[src/rtl/wb_commit_stage.sv]
// rtl/wb_commit_stage.sv - writeback/commit stage with CSR read wait, exception vector and retire counter
module wb_commit_stage #(
  parameter int CSR_LAT = 1,
  parameter int EXC_N   = 7,
  parameter int CNT_W   = 64
) (
  input  logic             clk,
  input  logic             resetn,
  input  logic             ms2ws_valid,
  output logic             ws_allowin,
  input  logic [31:0]      ms_pc,
  input  logic [31:0]      ms_vaddr,
  input  logic [EXC_N-1:0] ms_exc,
  input  logic             ms_ertn,
  input  logic             ms_rf_we,
  input  logic [4:0]       ms_rf_waddr,
  input  logic [31:0]      ms_rf_wdata,
  input  logic             ms_csr_re,
  input  logic             ms_csr_we,
  input  logic [13:0]      ms_csr_num,
  input  logic [31:0]      ms_csr_wmask,
  input  logic [31:0]      ms_csr_wvalue,
  output logic             csr_re,
  output logic [13:0]      csr_num,
  input  logic [31:0]      csr_rvalue,
  output logic             csr_we,
  output logic [31:0]      csr_wmask,
  output logic [31:0]      csr_wvalue,
  output logic             wb_ex,
  output logic             ertn_flush,
  output logic [5:0]       wb_ecode,
  output logic [8:0]       wb_esubcode,
  output logic [31:0]      wb_pc,
  output logic [31:0]      wb_vaddr,
  output logic             ws_rf_we,
  output logic [4:0]       ws_rf_waddr,
  output logic [31:0]      ws_rf_wdata,
  output logic             ws_fwd_busy,
  output logic [CNT_W-1:0] instret,
  output logic [31:0]      debug_wb_pc,
  output logic [3:0]       debug_wb_rf_we,
  output logic [4:0]       debug_wb_rf_wnum,
  output logic [31:0]      debug_wb_rf_wdata
);

  localparam logic [1:0] LAT = 2'(CSR_LAT);

  logic             r_ws_valid;
  logic [1:0]       r_wait_cnt;
  logic [CNT_W-1:0] r_instret;
  logic [31:0]      r_pc;
  logic [31:0]      r_vaddr;
  logic [EXC_N-1:0] r_exc;
  logic             r_ertn;
  logic             r_rf_we;
  logic [4:0]       r_rf_waddr;
  logic [31:0]      r_wdata;
  logic             r_csr_re;
  logic             r_csr_we;
  logic [13:0]      r_csr_num;
  logic [31:0]      r_csr_wmask;
  logic [31:0]      r_csr_wvalue;

  logic        w_exc_any;
  logic        w_ready_go;
  logic        w_retire;
  logic        w_wb_ex;
  logic        w_ertn_flush;
  logic        w_commit;
  logic        w_allowin;
  logic        w_load;
  logic [31:0] w_rf_wdata;
  logic [5:0]  w_ecode;
  logic [8:0]  w_esubcode;

  // Exception cause index to LoongArch ecode; ADEM shares ADE's ecode
  function automatic logic [5:0] ecode_of(input int idx);
    case (idx)
      0:       ecode_of = 6'h00;
      1:       ecode_of = 6'h08;
      2:       ecode_of = 6'h09;
      3:       ecode_of = 6'h0B;
      4:       ecode_of = 6'h0C;
      5:       ecode_of = 6'h0D;
      6:       ecode_of = 6'h08;
      default: ecode_of = 6'h00;
    endcase
  endfunction

  assign w_exc_any    = r_ws_valid & (|r_exc);
  assign w_ready_go   = w_exc_any | r_ertn | ~r_csr_re | (r_wait_cnt == LAT);
  assign w_retire     = r_ws_valid & w_ready_go;
  assign w_wb_ex      = w_retire & w_exc_any;
  assign w_ertn_flush = w_retire & r_ertn & ~w_exc_any;
  assign w_commit     = w_retire & ~w_exc_any & ~r_ertn;
  assign w_allowin    = (~r_ws_valid | w_retire) & ~w_wb_ex & ~w_ertn_flush;
  assign w_load       = ms2ws_valid & w_allowin;
  assign w_rf_wdata   = r_csr_re ? csr_rvalue : r_wdata;

  // Lowest set cause wins: scan from the top so the last hit is the lowest index
  always_comb begin
    w_ecode    = 6'h00;
    w_esubcode = 9'h000;
    for (int i = EXC_N - 1; i >= 0; i--) begin
      if (r_exc[i]) begin
        w_ecode    = ecode_of(i);
        w_esubcode = (i == 6) ? 9'h001 : 9'h000;
      end
    end
    if (!w_exc_any) begin
      w_ecode    = 6'h00;
      w_esubcode = 9'h000;
    end
  end

  // Stage occupancy, CSR wait counter and captured instruction fields
  always_ff @(posedge clk) begin
    if (!resetn) begin
      r_ws_valid   <= 1'b0;
      r_wait_cnt   <= 2'd0;
      r_pc         <= '0;
      r_vaddr      <= '0;
      r_exc        <= '0;
      r_ertn       <= 1'b0;
      r_rf_we      <= 1'b0;
      r_rf_waddr   <= '0;
      r_wdata      <= '0;
      r_csr_re     <= 1'b0;
      r_csr_we     <= 1'b0;
      r_csr_num    <= '0;
      r_csr_wmask  <= '0;
      r_csr_wvalue <= '0;
    end else if (w_load) begin
      r_ws_valid   <= 1'b1;
      r_wait_cnt   <= 2'd0;
      r_pc         <= ms_pc;
      r_vaddr      <= ms_vaddr;
      r_exc        <= ms_exc;
      r_ertn       <= ms_ertn;
      r_rf_we      <= ms_rf_we;
      r_rf_waddr   <= ms_rf_waddr;
      r_wdata      <= ms_rf_wdata;
      r_csr_re     <= ms_csr_re;
      r_csr_we     <= ms_csr_we;
      r_csr_num    <= ms_csr_num;
      r_csr_wmask  <= ms_csr_wmask;
      r_csr_wvalue <= ms_csr_wvalue;
    end else if (w_retire) begin
      r_ws_valid <= 1'b0;
    end else if (r_ws_valid & r_csr_re & (r_wait_cnt != LAT)) begin
      r_wait_cnt <= r_wait_cnt + 2'd1;
    end
  end

  // Retired-instruction counter: normal commits and ertn count, exceptions do not
  always_ff @(posedge clk) begin
    if (!resetn) begin
      r_instret <= '0;
    end else if (w_commit | w_ertn_flush) begin
      r_instret <= r_instret + CNT_W'(1);
    end
  end

  assign ws_allowin        = w_allowin;
  assign csr_re            = r_ws_valid & r_csr_re & ~w_exc_any;
  assign csr_num           = r_csr_num;
  assign csr_we            = w_commit & r_csr_we;
  assign csr_wmask         = r_csr_wmask;
  assign csr_wvalue        = r_csr_wvalue;
  assign wb_ex             = w_wb_ex;
  assign ertn_flush        = w_ertn_flush;
  assign wb_ecode          = w_ecode;
  assign wb_esubcode       = w_esubcode;
  assign wb_pc             = r_pc;
  assign wb_vaddr          = r_vaddr;
  assign ws_rf_we          = r_ws_valid & r_rf_we & ~w_exc_any;
  assign ws_rf_waddr       = r_rf_waddr;
  assign ws_rf_wdata       = w_rf_wdata;
  assign ws_fwd_busy       = r_ws_valid & r_rf_we & ~w_exc_any & r_csr_re & ~w_ready_go;
  assign instret           = r_instret;
  assign debug_wb_pc       = r_pc;
  assign debug_wb_rf_we    = {4{w_commit & r_rf_we}};
  assign debug_wb_rf_wnum  = r_rf_waddr;
  assign debug_wb_rf_wdata = w_rf_wdata;

endmodule

[config.mk]
export PLATFORM = sky130hd
export DESIGN_NAME = wb_commit_stage
export DESIGN_NICKNAME = d
export VERILOG_FILES = /design/src/rtl/wb_commit_stage.sv
export SDC_FILE = /design/constraint.sdc
export NUM_CORES = 1
export LEC_CHECK = 0
export CORE_AREA = 2 2 221 223
export DETAILED_ROUTE_END_ITERATION = 8
export DIE_AREA = 0 0 223 225
export PLACE_DENSITY = 0.53
export RECOVER_POWER = 50
export SLEW_MARGIN = 10
export SYNTH_ARGS = -nofsm -noshare
export SYNTH_HDL_FRONTEND = slang
export SYNTH_SLANG_ARGS = --single-unit
[constraint.sdc]
create_clock -name clk -period 5.33 [get_ports clk]
set_input_delay 1.066 -clock clk [delete_from_list [all_inputs] [get_ports clk]]
set_output_delay 1.066 -clock clk [all_outputs]
set_load 0.01 [all_outputs]
# Word level (Yosys, flattened, before mapping)
# Index checks and enable logic that the tools add are counted.
# word_totals
ff_bits	257
latchBits	0
mem_bits_rw	0
rom_bits	0
input_bits	225
output_inout_bits	338
memories	0
# classes
addsub	2
n_mul	0
div	0
n_lt_le_gt_ge	0
eq_ne	2
shift	0
n_mux	19
bitwise_logic	33
n_reduce_logical	4
# ops
operator	n
$add 64x1->64 const B	1
$mux 9	7
$mux 6	7
$mux 32	1
$and 1x1->1	19
$not 1->1	9
$reduce_or 7->1	1
$or 1x1->1	5
$mux 4	1
$mux 1	3
$add 2x1->2 const B	1
$eq 2x1->1 const B	1
$ne 2x1->1 const B	1
$reduce_and 2->1	1
$reduce_bool 2->1	1
$reduce_or 2->1	1

# Depth between registers and ports, before layout
# logic_depth
ltp_word	12
depth_mapped	10

# Worst setup path before layout
# Ideal clock, no wire load.
# synth_path
path_type	input port to output port
startpoint	input port csr_rvalue[0]
endpoint	output port ws_rf_wdata[0]
arrival_time_ps	1503
required_time_ps	4264
setup_slack_ps	2761
path_stages	2
cell_sequence	mux2_2 buf_4
# synth_via
elab_chain_cells	1
# synth_lines
item	line	rtl
start, declared	25	input logic [31:0] csr_rvalue,
$mux 32	98	assign w_rf_wdata = r_csr_re ? csr_rvalue : r_wdata;
end, declared	37	output logic [31:0] ws_rf_wdata,
# Every way passes these cells.

==> flow_summary.ini <==
[worst_setup_path]
path_max_fanout = 135
crit_required_ps = 5840
arrival_ps = 4580
crit_path_start = resetn
regToRegStartpoint = r_csr_re$_SDFFE_PN0P_
path_class = in2reg
cp-start-kind = input port
endpoint_kind = register

[yosys]
syn_inst = 1403
synth_common_cells = dfxtp_1 (257), nand2_1 (225), nand3_1 (218)
ys_ff_latch = 257
synth-main-ff-cell = dfxtp_1
avgSynthCellArea_sq_um = 8.02
synth_seq_area_share_pct = 45.7
ys_top_cells_by_area = dfxtp_1 (46%), nand3_1 (9.7%), o21ai_1 (9.0%)
ys_types = 42
syn_area_sq_mm = 0.0113
yosysMostFrequentCell = dfxtp_1
yosysTopAreaCellShare_pct = 45.7
ys_async_sr_fraction_pct = 0
yosys_warnings = 0
synth_top_cell_by_area = dfxtp_1
synth_edf_count = 0

[place]
dp_hpwl_mm = 31.5
dp_worst_setup_slack_ps = 1750
portBuffers = 552
place_congestion = 0.838

[floorplanning]
die_h_um = 225
dieArea_sq_mm = 0.0502
ios = 563
num_rows = 80
die_w_um = 223
start_util_pct = 23.7
core_area_sq_mm = 0.0475

[global_routing]
antenna_found_initial = 1
grt_overflow = 0
grt.total_usage_pct = 15.8
grt_busiest_layer = met2
grt_use_met1_pct = 19.2
gr-usage-met3_pct = 5.02
first_global_vias = 10559
grt_pass1_wl_mm = 62.6
met2_usage_pct = 27.1
grt_start_max_net_pins = 136

[cts]
clockRootBuffer = clkbuf_16
worstSkewPairLatency_ps = 580
cts_sinks = 257
cts_tree = yes
clk_path_buf_depth = 3
cts_resized = 0
clk_pin_slew_worst_paths_ps = 60
cts_hold_buf = 0
htreeDepth = 1
post-cts-setup-buffers = 0
cts_made_buffers = 31

[power_and_ir_drop]
clockPowerShare_pct = 42.9
seqPwrFrac_pct = 40.7
vdd_drop_max_v = 0.000195
internal-power_uw = 3830
p_per_area_mw_per_mm2 = 290
p_leak_uw = 0.00680
combPwrFrac_pct = 16.4
power.net_switching_uw = 1310
switching_share_pct = 25.5

[sta]
fin_skew_ps = 20.1
fin_ws_ps = 1260
relSlewSlack_pct = -78.2
hold_violations = 0
slew_viol_final = 135
max_freq_mhz = 245
rsz0062_at_grt = false
tightest_slew_ps = 2670
fin_crit_ps = 4070
period_share_pct = 76.4
report.final.setup_viol = 0
fin_tns_setup_ps = 0

[finish]
area_delta_synth_final_pct = 57.2
finalNetCount = 2044
drive_gt1_share_pct = 5.92

[run]
maxCapViolations = 1

[outcome]
violations = max-capacitance violations, max-slew violations
outcome = finished with violations

[routing]
routed_wirelength_mm = 41.9
avgViaCountPerCell = 4.52
drt_iter0_markers = 549
postRouteAntennaNets = 0
avgRoutedWirePerCell_um = 17.1
vias = 11113
post-route-drc-count = 0
first_pass_iters = 8

[worst_hold_path]
holdCritPathClass = reg2reg
min-delay-start = csr_num[9]$_SDFFE_PN0P_
layout by cell type (no fill, tap or decap), types with 26 or more instances in the layout:
cell type and instances:
clkdlybuf4s50_1 306, dfxtp_1 256, dlygate4sd3_1 245, nand2_1 224, nand3_1 218, o21ai_1 183
a21oi_1 46, nor2_1 36, mux2_2 32, clkbuf_16 31, o21ai_0 29, nand4_1 26
worst max-delay path, cell delays in order:
cell      delay, ps
clkbuf_2       1780
clkbuf_2       1260
nand2_1         230
o21ai_0         190
path summary, 6_finish.rpt:
| kind | endpoint | slack, ps | cells after the start |
|---|---|---|---|
| max | csr_wvalue[28]$_SDFFE_PN0P_ | 1260 | 4 |
| min | csr_num[9]$_SDFFE_PN0P_ | 450 | 2 |
| max reg2reg | wb_vaddr[20]$_SDFFE_PN0P_ | 1880 | 9 |
| min reg2reg | csr_num[9]$_SDFFE_PN0P_ | 450 | 2 |
flip-flops by register name, summed over array words and instances (netlist names):
name	count
instret	64
csr_wmask	32
csr_wvalue	32
debug_wb_pc	32
r_wdata	32
wb_vaddr	32
csr_num	14
r_exc	7
debug_wb_rf_wnum	5
r_wait_cnt	2
r_csr_re	1
r_csr_we	1
r_ertn	1
r_rf_we	1
r_ws_valid	1
per-layer routing:
layer / routed length [um] / vias up / share of wire (%)
met5: 19 / - / 0.045
met3: 3240 / 45 / 7.7
met1: 17500 / 5036 / 42
met2: 20300 / 372 / 48
li1: - / 5656 / -
met4: 839 / 4 / 2.0
final cells by class:
| cell class | instances | area, sq um |
|---|---|---|
| well taps | 615 | 769 |
| clock inverters | 14 | 179 |
| fillers | 4843 | 29900 |
| inverters | 9 | 33.8 |
| diodes | 1 | 2.50 |
| multi-input cells | 956 | 5070 |
| flip-flops and latches | 257 | 5150 |
| repair buffers | 562 | 5600 |
| clock buffers | 43 | 891 |
power by group through the flow:
stage | sequential [uW] | clock [uW] | combinational (uW)
2_1_floorplan | 2160 | 0 | 376
3_3_place_gp | 2130 | 0 | 885
6_report | 2090 | 2200 | 842
5_1_grt | 2100 | 2350 | 915
4_1_cts | 2100 | 2280 | 892
3_5_place_dp | 2140 | 0 | 888
cell families after synthesis:
family	count (synthesis)	synth area share (%)
simple gates	609	26.3
xor+xnor	21	1.63
compound gates	281	13.1
buf+inv	199	9.65
mux	33	3.29
other cells	1	0.0333
fa+ha+maj	2	0.222
flops	257	45.7
through the flow:
stage | hold slack [ps] | std cells | util, % | total power [uW] | instance area (sq um)
after floorplan | 432 | 1412 | - | 2540 | 11300
after global placement | 443 | 2399 | 35.0 | 3020 | 16600
after detailed placement | 449 | 2399 | 35.0 | 3020 | 16600
after CTS | 456 | 2456 | 37.2 | 5260 | 17700
after global routing | 465 | 2456 | 37.2 | 5370 | 17700
final | 448 | 2457 | 37.2 | 5140 | 17700
(Power assumes the default switching activity.)
